`src/rtl/mem_port_arbiter.sv`:
```
// mem_port_arbiter: shares one single-ported synchronous RAM between the
// instruction-fetch port and the load/store data port. Each access is issued,
// waited on for MEM_LATENCY cycles when it is a read, then acknowledged.
// Store byte lanes and sub-word load extraction/extension are handled here.
// Optional build macro ARB_ROUND_ROBIN_EN: alternate the grant when both ports
// request; without it the data port always wins.
module mem_port_arbiter #(
  parameter int ADDR_W      = 32,
  parameter int MEM_LATENCY = 1
) (
  input  logic              clk,
  input  logic              rst,
  input  logic              if_req,
  input  logic [ADDR_W-1:0] if_addr,
  output logic              if_ack,
  output logic [31:0]       if_rdata,
  input  logic              d_req,
  input  logic              d_we,
  input  logic [ADDR_W-1:0] d_addr,
  input  logic [31:0]       d_wdata,
  input  logic [1:0]        d_size,
  input  logic              d_ext,
  output logic              d_ack,
  output logic [31:0]       d_rdata,
  output logic              d_misalign,
  output logic              mem_en,
  output logic [3:0]        mem_we,
  output logic [ADDR_W-3:0] mem_addr,
  output logic [31:0]       mem_wdata,
  input  logic [31:0]       mem_rdata
);

  typedef enum logic [1:0] {S_IDLE, S_ISSUE, S_WAIT, S_DONE} state_t;

  localparam logic [2:0] LAT_LAST = 3'(MEM_LATENCY - 1);

  state_t            r_state;
  state_t            w_next;
  logic              r_gnt_d;
  logic              r_we;
  logic [ADDR_W-1:0] r_addr;
  logic [1:0]        r_size;
  logic              r_ext;
  logic [31:0]       r_wdata;
  logic              r_mis;
  logic [2:0]        r_cnt;
  logic [31:0]       r_if_rdata;
  logic [31:0]       r_d_rdata;
  logic              w_start;
  logic              w_pick_d;
  logic              w_d_mis;
  logic              w_store_issue;

  // Byte-lane enables for a store of the given size at the given offset.
  function automatic logic [3:0] f_lanes(input logic [1:0] size, input logic [1:0] a);
    case (size)
      2'b01:   return a[1] ? 4'b1100 : 4'b0011;
      2'b10:   return 4'b0001 << a;
      default: return 4'b1111;
    endcase
  endfunction

  // Replicate right-justified store data across every lane it might land in.
  function automatic logic [31:0] f_wdata(input logic [1:0] size, input logic [31:0] d);
    case (size)
      2'b01:   return {2{d[15:0]}};
      2'b10:   return {4{d[7:0]}};
      default: return d;
    endcase
  endfunction

  // Pick the addressed byte/half out of the read word and extend it.
  function automatic logic [31:0] f_load(input logic [31:0] rd, input logic [1:0] a,
                                         input logic [1:0] size, input logic ext);
    logic [7:0]  b;
    logic [15:0] h;
    b = rd[{a, 3'b000} +: 8];
    h = a[1] ? rd[31:16] : rd[15:0];
    case (size)
      2'b01:   return ext ? {16'h0000, h} : {{16{h[15]}}, h};
      2'b10:   return ext ? {24'h000000, b} : {{24{b[7]}}, b};
      default: return rd;
    endcase
  endfunction

`ifdef ARB_ROUND_ROBIN_EN
  logic r_last_d;

  // Remember which port was granted last so contention alternates.
  always_ff @(posedge clk) begin
    if (rst)
      r_last_d <= 1'b0;
    else if (r_state == S_IDLE && w_start)
      r_last_d <= w_pick_d;
  end

  assign w_pick_d = d_req && (!if_req || !r_last_d);
`else
  assign w_pick_d = d_req;
`endif

  assign w_start = d_req || if_req;
  assign w_d_mis = (d_size == 2'b11) ||
                   (d_size == 2'b00 && d_addr[1:0] != 2'b00) ||
                   (d_size == 2'b01 && d_addr[0]);

  // State register.
  always_ff @(posedge clk) begin
    if (rst)
      r_state <= S_IDLE;
    else
      r_state <= w_next;
  end

  // Next-state sequencing: issue, wait on reads, acknowledge.
  always_comb begin
    w_next = r_state;
    case (r_state)
      S_IDLE:  if (w_start) w_next = (w_pick_d && w_d_mis) ? S_DONE : S_ISSUE;
      S_ISSUE: w_next = r_we ? S_DONE : S_WAIT;
      S_WAIT:  if (r_cnt == LAT_LAST) w_next = S_DONE;
      default: w_next = S_IDLE;
    endcase
  end

  // Latch the winning request's fields when it is sampled in IDLE.
  always_ff @(posedge clk) begin
    if (r_state == S_IDLE && w_start) begin
      r_gnt_d <= w_pick_d;
      r_mis   <= w_pick_d && w_d_mis;
      r_addr  <= w_pick_d ? d_addr : if_addr;
      r_we    <= w_pick_d && d_we;
      r_size  <= w_pick_d ? d_size : 2'b00;
      r_ext   <= d_ext;
      r_wdata <= d_wdata;
    end
  end

  // Read-latency counter and read-data capture; rdata holds between acks.
  always_ff @(posedge clk) begin
    if (rst) begin
      r_cnt      <= 3'd0;
      r_if_rdata <= 32'h0;
      r_d_rdata  <= 32'h0;
    end else begin
      case (r_state)
        S_IDLE:  if (w_start && w_pick_d && w_d_mis) r_d_rdata <= 32'h0;
        S_ISSUE: r_cnt <= 3'd0;
        S_WAIT: begin
          r_cnt <= r_cnt + 3'd1;
          if (r_cnt == LAT_LAST) begin
            if (r_gnt_d)
              r_d_rdata <= f_load(mem_rdata, r_addr[1:0], r_size, r_ext);
            else
              r_if_rdata <= mem_rdata;
          end
        end
        default: ;
      endcase
    end
  end

  assign w_store_issue = (r_state == S_ISSUE) && r_we;

  // Memory strobes only in ISSUE; acks only in DONE.
  always_comb begin
    mem_en     = (r_state == S_ISSUE);
    mem_addr   = (r_state == S_ISSUE) ? r_addr[ADDR_W-1:2] : '0;
    mem_we     = w_store_issue ? f_lanes(r_size, r_addr[1:0]) : 4'b0000;
    mem_wdata  = w_store_issue ? f_wdata(r_size, r_wdata) : 32'h0;
    if_ack     = (r_state == S_DONE) && !r_gnt_d;
    d_ack      = (r_state == S_DONE) && r_gnt_d;
    d_misalign = (r_state == S_DONE) && r_gnt_d && r_mis;
    if_rdata   = r_if_rdata;
    d_rdata    = r_d_rdata;
  end

endmodule

```
`config.mk`:
```
export PLATFORM = sky130hd
export DESIGN_NAME = mem_port_arbiter
export DESIGN_NICKNAME = d
export VERILOG_FILES = /design/src/rtl/mem_port_arbiter.sv
export SDC_FILE = /design/constraint.sdc
export NUM_CORES = 1
export LEC_CHECK = 0
export CORE_UTILIZATION = 40
export DETAILED_ROUTE_END_ITERATION = 6
export PLACE_DENSITY = 0.74
export SLEW_MARGIN = 25
export SYNTH_ARGS = -nofsm -noshare
export SYNTH_HDL_FRONTEND = slang
export SYNTH_SLANG_ARGS = --single-unit
```
`constraint.sdc`:
```
create_clock -name clk -period 7.2 [get_ports clk]
set_clock_uncertainty 0.2 [all_clocks]
set_input_delay 1.8 -clock clk [delete_from_list [all_inputs] [get_ports clk]]
set_output_delay 1.8 -clock clk [all_outputs]
set_load 0.005 [all_outputs]
```
Word level (Yosys, flattened, before mapping)

Cells that the tools add are included.

Register bits after elaboration: 139
Output and inout port bits: 134
Logic and storage cells: 71

Add/sub/neg operators: 1
Equal/unequal tests: 11
Shift operators: 2
Mux-type cells: 21
Bitwise operators: 1
Reductions and logical operators: 24

Operators by type and width:

| cell                                                                    | count |
|---|---|
| 32-bit two-way mux                                                      | 7 |
| 32-bit one-hot mux with 2 select lines                                  | 3 |
| 32-bit by 6-bit indexed part select with 8-bit output                   | 1 |
| 30-bit two-way mux                                                      | 1 |
| 16-bit two-way mux                                                      | 1 |
| 1-bit logical AND                                                       | 11 |
| 2-bit == test, second input constant                                    | 4 |
| 4-bit two-way mux                                                       | 2 |
| 4-bit one-hot mux with 2 select lines                                   | 1 |
| 2-bit by 1-bit == test with 1-bit output, second input constant         | 3 |
| 2-bit two-way mux                                                       | 3 |
| 2-bit inequality test, second input constant                            | 3 |
| 2-bit one-hot mux with 3 select lines                                   | 1 |
| 3-bit one-hot mux with 2 select lines                                   | 1 |
| 2-bit nonzero test                                                      | 3 |
| 2-bit logical NOT                                                       | 2 |
| 4-bit AND reduction                                                     | 1 |
| 1-bit by 2-bit left shift with 4-bit output, first input constant       | 1 |
| 3-bit by 1-bit adder with 3-bit output, second input constant           | 1 |
| 3-bit logical NOT                                                       | 1 |
| 1-bit logical OR                                                        | 3 |
| 3-bit AND reduction                                                     | 1 |
| 2-bit by 1-bit inequality test with 1-bit output, second input constant | 1 |
| 2-bit AND reduction                                                     | 1 |
| 3 further kinds                                                         | 3 |

Longest topological paths before layout

Word-level depth: 8
Mapped depth: 9
Depth with buffers taken out: 7

Worst setup path before layout

Ideal clock, no wire load.

Path kind: input to register
Start: input d_req
End: register r_addr[0], enable pin
Arrival: 5.118 ns
Data required time: 6.494 ns
Path slack: 1.376 ns
Cell stages on the path: 3
Path through: buf_4 nor2_1 nor2b_1

Longest elaborated chain between the ends: 2

Ends and longest elaborated chain:

| what                 | line | text |
|---|---|---|
| start, declared      | 17   | `input logic d_req,` |
| 1-bit logical OR     | 102  | `assign w_start = d_req \|\| if_req;` |
| 1-bit logical AND    | 128  | `if (r_state == S_IDLE && w_start) begin` |
| end signal, assigned | 131  | `r_addr <= w_pick_d ? d_addr : if_addr;` |
| end, declared        | 41   | `logic [ADDR_W-1:0] r_addr;` |

No other way between the ends.
A chain may end at the register's enable or synchronous reset.

Final worst setup path

Start: register r_size[1]
End: output mem_we[0]

Longest elaborated chain between the ends: 3
Elaborated cells between the ends (all ways): 4
Those cells by class: eq/ne: 2; mux: 2

Ends and longest elaborated chain:

| what                                                                      | line | text |
|---|---|---|
| start, declared                                                           | 42   | `logic [1:0] r_size;` |
| start signal, assigned                                                    | 133  | `r_size <= w_pick_d ? d_size : 2'b00;` |
| 2-bit == test or 2-bit by 1-bit == test with 1-bit output (tied branches) | 56   | `case (size)` |
| 4-bit one-hot mux with 2 select lines *                                   | 56   |  |
| 4-bit two-way mux *                                                       | 169  | `mem_we = w_store_issue ? f_lanes(r_size, r_addr[1:0]) : 4'b0000;` |
| end, declared                                                             | 27   | `output logic [3:0] mem_we,` |

Every way passes the cells marked *; elsewhere a longest branch is shown, timed or not.

==> results.md <==
- Crit path max fanout: 24
- Drt wl/cell: 19.0 um
- Setup TNS: 0 ps
- Detailed Route WL: a little under 20000 um
- Top post-synthesis cells by count: 76 x nand2_1, 70 x edfxtp_1, 69 x dfxtp_1
- Async SR Flop Fraction: 0
- Crit path DAT: 3290 ps
- CORE AREA: around 15000 sq um
- Count leader, synth: nand2_1
- Clock tree buffer depth: 2
- First-pass GRT wire length: between 20000 and 30000 um
- Power density over cell area: about 320 nW/um^2
- Sequential-to-total area share from yosys stat: 0.558
- Maximum clock frequency: 0.189 GHz
- CP Capture Type: primary output
- Gpl congestion: between 0.9 and 1
- Die Area: roughly 16000 sq um
- Worst Hold Class: reg -> reg
- Post-synthesis cell count: roughly 580
- Antenna cells: 0
- Hold_buf cts: 0
- Initial antenna violation count: 0
- YS warnings: 0
- Final hold vios: 0
- Yosys reg bits: 139
- TritonCTS clock tree: done
- VDD IR max: between 200 and 250 uV
- Via Count: roughly 5500
- Final Slew Violations: 0
- 1st-iter DRT viols: ~390
- Buffers on Ports: 269
- Cell Area, Placed: 9060 sq um
- GR Util All Layers: 0.243
- Synthesized area: between 6000 and 7000 sq um
- Sw Pwr: around 1 mW
- Layout cell share with drive strength beyond 1: 0.108
- Power share of the clock group: 0.287
- Pleak: between 3 and 4 nW
- Largest area contributor in the netlist: edfxtp_1
- Setup-failing EPs final: 0
- FP Rows: 45
- Rel. slew slack: 0.399
- Fin crit share: 0.735
- Die Wd: between 100 and 150 um
- Ports: 270
- Main synth FF type: edfxtp_1
- Power share of the combinational group: 0.349
- Clock-pin transition on the worst setup and hold timing paths: around 60 ps
- Routed vias/inst: between 5 and 6
- Worst R2R Setup Slack: roughly 4300 ps
- Fillers: approximately 1200
- Final ANT Viol Nets: 0
- Largest net degree at the start of global routing: 53
- Final HPWL DP: 15000 um
- Number of global-route vias before repair: ~5400
- CP Class: reg -> out
- Synthesized net count: 720
- Remaining Overflow, GRT: 0
- Post-layout min period: approximately 5300 ps
- Post-synth EDFFs: 70
- Setup Buffers After CTS: 0
- Unrepaired setup endpoints after global routing: no
- Final #Nets: about 1000
- # resized after CTS: 0
- WHS: approximately 260 ps
- CTS buffer count: 17
- Initial Util: 0.411
- Worst-skew pair later-pin latency: around 410 ps
- DRC Markers: 0
- Pint: 2.10 mW
- Flop pwr share: 0.364
- Max-cap violations: 0
- Critical path startpoint category: register
- Cell variety after synth: 40
- H-tree depth: 4
- Worst Path Required: between 5000 and 6000 ps
- Root Buffer: clkbuf_16
- Mapped Avg Cell Area: 10.9 sq um
- Synth top area share: 0.336
- Synth top area cells: edfxtp_1 34%, dfxtp_1 22%, mux2_2 6.3%, a21oi_1 4.8%, nand2_1 4.6%
- First-pass detailed-route iteration total: 5
- Status: completed
- Sw frac: 0.324
- Die H: around 130 um
- Tightest Pin Transition: roughly 900 ps
- Area grow syn2layout: 54.9%
- Fin area: 9680 sq um
- Sink Count: ~140
[metrics by stage]
step | utilization | instances | setup WS, ps | power (mW)
global placement | 0.595 | 997 | 2350 | 2.18
CTS | 0.636 | 1030 | 1660 | 3.11
detailed placement | 0.596 | 998 | 2110 | 2.21
global route | 0.637 | 1030 | 1690 | 3.25
floorplan | - | 575 | 1380 | 1.72
finish | 0.637 | 1030 | 1910 | 3.10
[registers in the layout (all words and copies together) (netlist names)]
register	flops
r_gnt_d	1
r_wdata	32
r_mis	1
r_state	2
d_rdata	32
r_size	2
r_ext	1
r_we	1
r_addr	32
r_cnt	3
if_rdata	32
[cells by family after synthesis]
family / Yosys count / synth area share
AO/OA/AOI/OAI: 152 / 0.180
multiplexers: 43 / 0.0761
buffers and inverters: 53 / 0.0354
AND/OR/NAND/NOR: 179 / 0.133
flip-flops: 139 / 0.558
adder cells (fa/ha/maj): 9 / 0.0180
[metal layers]
metal  share of wire  vias to the layer above  GRT usage
met1            0.38                     2569      0.277
met5               0                        -          0
met2            0.50                      279      0.413
li1                -                     2603          -
met3           0.082                       50     0.0716
met4           0.038                        0      0.130
[cells in the final DEF, fill, tap and decap left out, types with 2 or more instances in the layout]
| cell | netlist | layout |
|---|---|---|
| clkdlybuf4s50_1 | 0 | 268 |
| a221oi_1 | 15 | 15 |
| nor2b_1 | 8 | 7 |
| clkinv_4 | 0 | 4 |
| ha_1 | 9 | 8 |
| a221o_1 | 8 | 8 |
| o21ai_0 | 12 | 12 |
| clkbuf_16 | 0 | 19 |
| mux2_2 | 35 | 35 |
| edfxtp_1 | 70 | 70 |
| nand2b_1 | 2 | 2 |
| mux2i_1 | 7 | 7 |
| inv_1 | 13 | 13 |
| o2bb2ai_2 | 10 | 10 |
| and2_1 | 35 | 35 |
| clkinv_2 | 0 | 2 |
| buf_4 | 1 | 5 |
| dfxtp_1 | 69 | 69 |
| a21oi_1 | 60 | 59 |
| nand2_1 | 76 | 76 |
| nor2_1 | 40 | 40 |
| a22oi_1 | 16 | 16 |
| and3_1 | 10 | 10 |
| bufinv_16 | 0 | 2 |
| nand3_1 | 2 | 2 |
| inv_4 | 0 | 3 |
| o2bb2ai_1 | 22 | 22 |
[worst max-delay path: stages, from the launching register on]
cell             delay [ps]
edfxtp_1                390
ha_1                    730
buf_4                   360
inv_1                   230
o21ai_1                 420
nor2b_1                 220
clkdlybuf4s50_1         530
[final timing paths]
path                                                 from                        end  depth (start not counted)
worst max-delay path              r_size[1]$_SDFFCE_PN0P_                  mem_we[0]                          6
worst min-delay path            if_rdata[20]$_SDFFE_PP0P_  if_rdata[20]$_SDFFE_PP0P_                          2
worst max register to register    r_size[0]$_SDFFCE_PN0P_    d_rdata[6]$_SDFFE_PP0P_                          8
worst min register to register  if_rdata[20]$_SDFFE_PP0P_  if_rdata[20]$_SDFFE_PP0P_                          2
[power groups by stage]
stage,Clock (mW),Sequential [mW],Combinational [mW]
6_report,0.890,1.13,1.08
5_1_grt,0.934,1.14,1.18
4_1_cts,0.904,1.13,1.08
3_5_place_dp,0,1.14,1.07
3_3_place_gp,0,1.13,1.05
2_1_floorplan,0,1.12,0.598
[layout make-up]
cell class                      count  area, sq um  area share
Multi-Input combinational cell    383         2560       0.265
Inverter                           13         48.8     0.00504
Clock buffer                       20          479      0.0495
Clock inverter                     12          133      0.0137
Tap cell                          188          235      0.0243
Sequential cell                   139         3480       0.360
Timing Repair Buffer              275         2740       0.283
No activity file was read; power rests on OpenSTA's default activity.
